===== src/rtl/seg7_pkg.sv =====
// Shared 7-segment encodings, run-state enum and BCD helpers
// for the BCD display counter.
package seg7_pkg;

  localparam logic [6:0] SEG_0     = 7'b1000000;
  localparam logic [6:0] SEG_1     = 7'b1111001;
  localparam logic [6:0] SEG_2     = 7'b0100100;
  localparam logic [6:0] SEG_3     = 7'b0110000;
  localparam logic [6:0] SEG_4     = 7'b0011001;
  localparam logic [6:0] SEG_5     = 7'b0010010;
  localparam logic [6:0] SEG_6     = 7'b0000010;
  localparam logic [6:0] SEG_7     = 7'b1111000;
  localparam logic [6:0] SEG_8     = 7'b0000000;
  localparam logic [6:0] SEG_9     = 7'b0011000;
  localparam logic [6:0] SEG_BLANK = 7'b1111111;

  typedef enum logic {
    STOPPED = 1'b0,
    RUNNING = 1'b1
  } run_state_t;

  function automatic logic [3:0] bcd_clamp(
    input logic [3:0] v
  );
    return (v > 4'd9) ? 4'd9 : v;
  endfunction

endpackage


===== src/rtl/seg7_decoder.sv =====
// Combinational BCD digit to active-low gfedcba segments.
// Non-decimal codes blank the display.
module seg7_decoder
  import seg7_pkg::*;
(
  input  logic [3:0] bcd,
  output logic [6:0] seg
);

  always_comb begin
    seg = SEG_BLANK;
    case (bcd)
      4'd0:    seg = SEG_0;
      4'd1:    seg = SEG_1;
      4'd2:    seg = SEG_2;
      4'd3:    seg = SEG_3;
      4'd4:    seg = SEG_4;
      4'd5:    seg = SEG_5;
      4'd6:    seg = SEG_6;
      4'd7:    seg = SEG_7;
      4'd8:    seg = SEG_8;
      4'd9:    seg = SEG_9;
      default: seg = SEG_BLANK;
    endcase
  end

endmodule


===== src/rtl/bcd_display_counter.sv =====
// Multi-digit BCD up/down counter with debounced run/load keys
// and registered 7-segment outputs.
module bcd_display_counter
  import seg7_pkg::*;
#(
  parameter int DIGITS   = 4,
  parameter int PRESCALE = 50_000_000,
  parameter int DEBOUNCE = 500_000
) (
  input  logic                CLOCK_50,
  input  logic                RST,
  input  logic [1:0]          KEY,
  input  logic [9:0]          SW,
  output logic [7*DIGITS-1:0] HEX,
  output logic [1:0]          LEDR
);

  localparam int PW = $clog2(PRESCALE);
  localparam int DW = $clog2(DEBOUNCE);
  localparam logic [PW-1:0] PMAX = PW'(PRESCALE - 1);
  localparam logic [DW-1:0] DMAX = DW'(DEBOUNCE - 1);

  logic [1:0] press;

  // Counter tracks consecutive raw samples that differ from the
  // accepted level; the last one of the run flips the level.
  for (genvar k = 0; k < 2; k++) begin : g_key
    logic          lvl;
    logic [DW-1:0] cnt;
    logic          accept;

    assign accept   = (KEY[k] != lvl) && (cnt == DMAX);
    assign press[k] = accept && !KEY[k];

    always_ff @(posedge CLOCK_50) begin
      if (RST) begin
        lvl <= 1'b1;
        cnt <= '0;
      end else if (KEY[k] == lvl) begin
        cnt <= '0;
      end else if (accept) begin
        lvl <= KEY[k];
        cnt <= '0;
      end else begin
        cnt <= cnt + 1'b1;
      end
    end
  end

  run_state_t state, state_nx;
  logic       running;
  logic       load;
  logic       tick;
  logic [PW-1:0] pre;

  assign running = (state == RUNNING);
  assign load    = press[1];
  assign tick    = running && (pre == PMAX);

  always_ff @(posedge CLOCK_50) begin
    if (RST) state <= STOPPED;
    else     state <= state_nx;
  end

  always_comb begin
    state_nx = state;
    if (press[0]) begin
      state_nx = running ? STOPPED : RUNNING;
    end
  end

  always_ff @(posedge CLOCK_50) begin
    if (RST) begin
      pre <= '0;
    end else if (load || (press[0] && !running)) begin
      pre <= '0;
    end else if (running) begin
      pre <= tick ? '0 : pre + 1'b1;
    end
  end

  logic [DIGITS-1:0][3:0] cnt, cnt_step;
  logic                   carry;
  logic                   wrap;

  // Ripple carry/borrow; a carry out of the top digit is a wrap.
  always_comb begin
    cnt_step = cnt;
    carry    = 1'b1;
    for (int i = 0; i < DIGITS; i++) begin
      if (carry) begin
        if (SW[9]) begin
          if (cnt[i] == 4'd9) begin
            cnt_step[i] = 4'd0;
          end else begin
            cnt_step[i] = cnt[i] + 4'd1;
            carry       = 1'b0;
          end
        end else begin
          if (cnt[i] == 4'd0) begin
            cnt_step[i] = 4'd9;
          end else begin
            cnt_step[i] = cnt[i] - 4'd1;
            carry       = 1'b0;
          end
        end
      end
    end
  end

  always_ff @(posedge CLOCK_50) begin
    if (RST) begin
      cnt  <= '0;
      wrap <= 1'b0;
    end else begin
      wrap <= 1'b0;
      if (load) begin
        cnt <= {DIGITS{bcd_clamp(SW[3:0])}};
      end else if (tick) begin
        cnt  <= cnt_step;
        wrap <= carry;
      end
    end
  end

  logic [7*DIGITS-1:0] seg_nx;
  logic [7*DIGITS-1:0] hex_q;

  for (genvar i = 0; i < DIGITS; i++) begin : g_dig
    seg7_decoder u_dec (
      .bcd (cnt[i]),
      .seg (seg_nx[7*i +: 7])
    );
  end

  always_ff @(posedge CLOCK_50) begin
    if (RST) hex_q <= {DIGITS{SEG_0}};
    else     hex_q <= seg_nx;
  end

  logic sw_unused;
  assign sw_unused = ^SW[8:4];

  assign HEX  = hex_q;
  assign LEDR = {wrap, running};

endmodule


===== config.mk =====
export PLATFORM = sky130hd
export DESIGN_NAME = bcd_display_counter
export DESIGN_NICKNAME = d
export VERILOG_FILES = /design/src/rtl/seg7_pkg.sv /design/src/rtl/seg7_decoder.sv /design/src/rtl/bcd_display_counter.sv
export SDC_FILE = /design/constraint.sdc
export NUM_CORES = 1
export LEC_CHECK = 0
export CELL_PAD_IN_SITES_DETAIL_PLACEMENT = 0
export CELL_PAD_IN_SITES_GLOBAL_PLACEMENT = 1
export CORE_UTILIZATION = 40
export DETAILED_ROUTE_END_ITERATION = 8
export GPL_TIMING_DRIVEN = 1
export PLACE_DENSITY = 0.86
export RECOVER_POWER = 50
export SLEW_MARGIN = 25
export SYNTH_ARGS = -nofsm -noshare
export SYNTH_HDL_FRONTEND = slang
export SYNTH_HIERARCHICAL = 1
export SYNTH_SLANG_ARGS = --single-unit

===== constraint.sdc =====
create_clock -name CLOCK_50 -period 2.1 [get_ports CLOCK_50]
set_input_delay 0.315 -clock CLOCK_50 [delete_from_list [all_inputs] [get_ports CLOCK_50]]
set_output_delay 0.315 -clock CLOCK_50 [all_outputs]
set_load 0.03 [all_outputs]

# Yosys cells after proc, flatten, opt, wreduce, memory -nomap -nowiden
# Memories as Yosys holds them, arrays and structs flattened. A register that Yosys moved wholly into a read port is not among the register bits.
# Index checks and enable logic that the tools add are counted.
# Widths: inputs -> output; s select.
totals:
  elab_cells: 103
  out_inout_bits: 30
  mem_count: 4
  regBits: 84
  rom_bits: 448
classes:
  eq_ne: 11
  n_mux: 34
  n_lt_le_gt_ge: 1
  n_bitwise: 4
  reduce_logical: 27
  n_addsub: 11
mem_list:
  columns: ["name", "depth", "word_bits", "read_ports", "rd_clocked_by_memory_dff", "write_ports", "line_no", "text"]
  rows:
  - ["(no name shown)", 16, 7, 1, 1, 0, "seg7_decoder.sv:12", "case (bcd)"]
  - ["(no name shown)", 16, 7, 1, 1, 0, "seg7_decoder.sv:12", null]
  - ["(no name shown)", 16, 7, 1, 1, 0, "seg7_decoder.sv:12", null]
  - ["(no name shown)", 16, 7, 1, 1, 0, "seg7_decoder.sv:12", null]
ops:
  columns: ["operator", "n"]
  rows:
  - ["$mux 4", 16]
  - ["$add 19x1->19 const B", 2]
  - ["$eq 19x19->1 const B", 2]
  - ["$mux 16", 2]
  - ["$add 26x1->26 const B", 1]
  - ["$eq 26x26->1 const B", 1]
  - ["$mux 26", 1]
  - ["$add 4x1->4 const B", 4]
  - ["$eq 4x4->1 const B", 4]
  - ["$logic_not 4->1", 4]
  - ["$sub 4x1->4 const B", 4]
  - ["$mux 1", 15]
  - ["$reduce_and 2->1", 5]
  - ["$reduce_bool 2->1", 4]
  - ["$logic_and 1x1->1", 6]
  - ["$reduce_or 3->1", 2]
  - ["$gt 4x4->1 const B", 1]
  - ["$not 1->1", 4]
  - ["$reduce_or 4->1", 1]
  - ["$logic_not 1->1", 3]
  - ["$eq 1x1->1", 2]
  - ["$ne 1x1->1", 2]
  - ["$reduce_or 2->1", 1]
  - ["$logic_or 1x1->1", 1]

# Depth between registers and ports, before layout
logic_depth:
  depth_word: 8
  mapped_depth: 9
  ltp_nobuf: 7

# Hierarchy
# The synthesis kept the hierarchy.
modules_own_cells:
  columns: ["module", "area_each_um2", "n_inst", "cells_per_inst", "seq_area_each_um2"]
  rows:
  - ["bcd_display_counter", 5068.6, 1, 587, 2242.2]
  - ["seg7_decoder (g_dig[1].u_dec ...)", 235.2, 2, 34, 0.0]
  - ["seg7_decoder (g_dig[2].u_dec)", 241.5, 1, 34, 0.0]
  - ["seg7_decoder (g_dig[0].u_dec)", 212.7, 1, 31, 0.0]

# Worst setup path before layout
# Ideal clock, no wire load.
synth_path:
  path_type: "reg2reg"
  startpoint: "register cnt[0] in the netlist's numbering"
  endpoint: "register cnt[14] in the netlist's numbering"
  stages_incl_launch_ff: 8
  slack_ns: 0.071
  required_time_ns: 1.973
  t_arrival_ns: 1.902
  setup_ns: 0.127
  path_cell_list: "dfxtp_1 -> buf_2 -> or3_1 -> a211oi_1 -> nand4_2 -> or3_1 -> o211ai_2 -> a21oi_2"
synth_between:
  elab_chain_len: 7
  word_cells_on_any_way: 9
synth_rtl:
  columns: ["item", "line_no", "text"]
  rows:
  - ["start: declaration", "bcd_display_counter.sv:82", "logic [DIGITS-1:0][3:0] cnt, cnt_step;"]
  - ["start signal: assignment", "bcd_display_counter.sv:118", "cnt <= {DIGITS{bcd_clamp(SW[3:0])}};"]
  - ["start signal: assignment", "bcd_display_counter.sv:120", "cnt <= cnt_step;"]
  - ["$eq 4x4->1 / $logic_not 4->1 (equally long branches)", "bcd_display_counter.sv:93, bcd_display_counter.sv:100", null]
  - ["$mux 1 (on tied branches)", "bcd_display_counter.sv:93, bcd_display_counter.sv:100", null]
  - ["$mux 1 (*)", "bcd_display_counter.sv:92", "if (SW[9]) begin"]
  - ["$mux 1 (*) (2 in series)", "bcd_display_counter.sv:91", "if (carry) begin"]
  - ["$reduce_bool 2->1 (no source line) (*)", null, null]
  - ["$reduce_and 2->1 (no source line) (*)", null, null]
# Every way passes the cells marked *; elsewhere a longest branch is shown, timed or not.
# A chain may end at the register's enable or synchronous reset.

# Worst setup path after layout
layout_path:
  startpoint: "register pre[8]"
  endpoint: "register cnt[14] in the netlist's numbering"
layout_between:
  elab_chain_len: 4
layout_rtl:
  columns: ["item", "line_no", "text"]
  rows:
  - ["start: declaration", "bcd_display_counter.sv:54", "logic [PW-1:0] pre;"]
  - ["start signal: assignment", "bcd_display_counter.sv:78", "pre <= tick ? '0 : pre + 1'b1;"]
  - ["$eq 26x26->1", "bcd_display_counter.sv:58", "assign tick = running && (pre == PMAX);"]
  - ["$logic_and 1x1->1", "bcd_display_counter.sv:58", null]
  - ["$reduce_bool 2->1 (no source line)", null, null]
  - ["$reduce_and 2->1 (no source line)", null, null]
# No other way between the ends.

==> impl_metrics.env <==
export IMPL_cp_arrival_ns=2.28
export IMPL_detail_route_antenna_nets=0
export IMPL_syn_avg_cell_area_um2=8.32
export IMPL_clk_latency_ns=0.35
export IMPL_num_vias=4971
export IMPL_yosysUniqueCellTypes=62
export IMPL_portBuffers=38
export IMPL_rows=44
export IMPL_ys_warn_count=6
export IMPL_layout_common_cells="dfxtp_1 (112), nor2_1 (106), buf_4 (58)"
export IMPL_hold_viol_final=0
export IMPL_status="finished, final reports clean"
export IMPL_dpl_hpwl_um=8900
export IMPL_start_util=0.411
export IMPL_seqCellArea_um2=2240
export IMPL_cts_buffers=9
export IMPL_timing_fmax_mhz=491
export IMPL_p_leak_nw=2.67
export IMPL_grt_pass1_vias=4661
export IMPL_synth_fp_nets=757
export IMPL_path_clk_slew_ns=0.07
export IMPL_final_common_cell="dfxtp_1"
export IMPL_synth_top_flop_cell="dfxtp_1"
export IMPL_slew_viol_final=0
export IMPL_power_density_nw_per_um2=589
export IMPL_area_growth_pct=21.3
export IMPL_antenna_cells=0
export IMPL_synth_area_um2=5990
export IMPL_syn_inst=720
export IMPL_cts_sinks=112
export IMPL_drive_gt1_frac=0.159
export IMPL_die_area_um2=15500
export IMPL_grt_pass1_wl_um=20700
export IMPL_wl_um=12100
export IMPL_track_usage=0.158
export IMPL_viasPerCell=5.06
export IMPL_required_ns=2.34
export IMPL_cap_violations=0
export IMPL_postSynth_asyncResetShare=0
export IMPL_gr_total_overflow=0
export IMPL_grt_start_max_net_pins=23
export IMPL_dieWidth_um=124
export IMPL_avgRoutedWirePerCell_um=12.3
export IMPL_path_cells="or4_4 > nor4_4 > buf_4 > nand4_4 > or3_4 > o211ai_2 > a21oi_2"
export IMPL_worst_path_dominant_cell_family="simple AND/OR/NAND/NOR gates"
export IMPL_final_setup_viol_count=0
export IMPL_seq_area_frac_synth=0.374
export IMPL_worst_pin_slew_ns=0.595
export IMPL_ctsHoldBuffers=0
export IMPL_drt_iter0_drc=299
export IMPL_coreArea_um2=14600
export IMPL_tritoncts="built"
export IMPL_io_pins=44
export IMPL_crit_type="reg -> reg"
export IMPL_cp_start_kind="flip-flop"
export IMPL_cpMaxStageDelayCell="or4_4"
export IMPL_clock_skew_ns=0.00797
export IMPL_place_gp_congestion=0.832
export IMPL_route_detailed_drc=0
export IMPL_critPathMaxStageDelay_ns=0.55
export IMPL_slew_headroom=0.604
export IMPL_multi_input_area_um2=3470
export IMPL_cp_max_fo=5
export IMPL_hold_path_class="reg -> reg"
export IMPL_cts_buffer_depth=2
export IMPL_vdd_drop_max_v=0.000396
export IMPL_cp_end_kind="flip-flop"
export IMPL_cp_num_buf_inv=1
export IMPL_whs_ns=0.494
export IMPL_post_route_util=0.498
export IMPL_fin_nets=830
export IMPL_drt_first_pass_iters=4
export IMPL_grt_antenna_before_repair=0
export IMPL_cts_root_buf="clkbuf_16"
export IMPL_period_share=0.969
export IMPL_min_period_ns=2.04
export IMPL_ys_ff_latch=112
export IMPL_htreeDepth=3
export IMPL_synth_edf_count=0
export IMPL_die_h_um=124
export IMPL_fillers=1314
## layout make-up
cell class                 count  area share
clock buffer                   9      0.0310
clock inverter                 7      0.0174
inverter                      25      0.0129
multi-input combinational    543       0.477
sequential                   112       0.308
tap                          184      0.0317
timing repair buffer         102       0.122
## timing repair
item	4_1_cts	5_1_grt
endpoints found under the setup margin	0	29
gates resized for setup	0	10
buffers inserted	0	1
## cells in the mapped netlist, types with 3 or more instances
library cell | count | area (um2)
o21ai_1 | 18 | 90.1
a31oi_1 | 10 | 62.6
nand3b_1 | 6 | 45.0
nand2_2 | 3 | 18.8
buf_6 | 5 | 56.3
nor4_1 | 8 | 50.1
or3_1 | 9 | 56.3
or2_2 | 7 | 43.8
o21ai_0 | 16 | 80.1
nor2_1 | 107 | 402
mux2i_1 | 3 | 30.0
dfxtp_1 | 112 | 2240
buf_4 | 6 | 45.0
inv_1 | 23 | 86.3
clkbuf_1 | 17 | 63.8
o22ai_1 | 5 | 31.3
nor3_1 | 12 | 60.1
nand4_1 | 19 | 119
xor2_1 | 33 | 289
ha_1 | 23 | 288
nand2b_2 | 4 | 35.0
and3_1 | 10 | 62.6
and4_1 | 3 | 26.3
nand2b_1 | 17 | 106
o21ai_2 | 14 | 123
nand2_1 | 42 | 158
a21oi_1 | 36 | 180
nand3_1 | 32 | 160
nor2b_1 | 29 | 181
buf_2 | 12 | 60.1
xnor2_1 | 36 | 315
nor3b_2 | 3 | 37.5
## per-stage QoR
stage	setup WS, ns	cell area [um2]	cells	power [mW]	TNS, ns
CTS	0.0239	7240	981	4.33	0
finish	0.0641	7270	982	4.28	0
global placement	-0.287	6890	965	2.31	-2.30
floorplan	0.0708	5990	720	2.25	0
global route	-0.0191	7270	982	4.42	-0.0205
detailed placement	-0.271	6890	965	2.32	-2.19
## final timing paths
check	cells after the start	from	slack, ns	to
worst max-delay path	7	pre[8]	0.06	cnt[14]
worst min-delay path	1	g_key[0].cnt[0]	0.49	g_key[0].cnt[0]
worst min register to register	1	g_key[0].cnt[0]	0.49	g_key[0].cnt[0]
worst max register to register	7	pre[8]	0.06	cnt[14]
## power by group
group | switching [mW] | internal [mW] | leakage, nW
logic | 0.0802 | 0.0615 | 1.60
registers | 0.00271 | 2.12 | 0.902
clock network | 0.827 | 1.18 | 0.169
## state kept, by name, indices dropped and copies added, names as in the netlist
register   count
g_key.cnt     38
HEX           28
pre           26
cnt           16
g_key.lvl      2
running        1
wrap           1
## metal layers
| metal | vias up | GRT usage | routed length (um) |
|---|---|---|---|
| li1 | 2592 | - | - |
| met4 | 0 | 0.0758 | 217 |
| met3 | 14 | 0.0241 | 308 |
| met5 | - | 0 | 0 |
| met1 | 2292 | 0.201 | 5800 |
| met2 | 73 | 0.262 | 5740 |
## cells by family (layout without fill, tap and decap cells)
kind of cell / Yosys count / count (layout) / synth area share
muxes: 3 / 3 / 0.00501
xor gates and xnor gates: 69 / 69 / 0.101
and+or+nand+nor: 329 / 329 / 0.297
buffers and inverters: 65 / 143 / 0.0532
DFF: 112 / 112 / 0.374
adders and majority gates: 23 / 23 / 0.0480
AOI/OAI and AO/OA: 119 / 119 / 0.122
No activity file was read; power rests on OpenSTA's default activity.
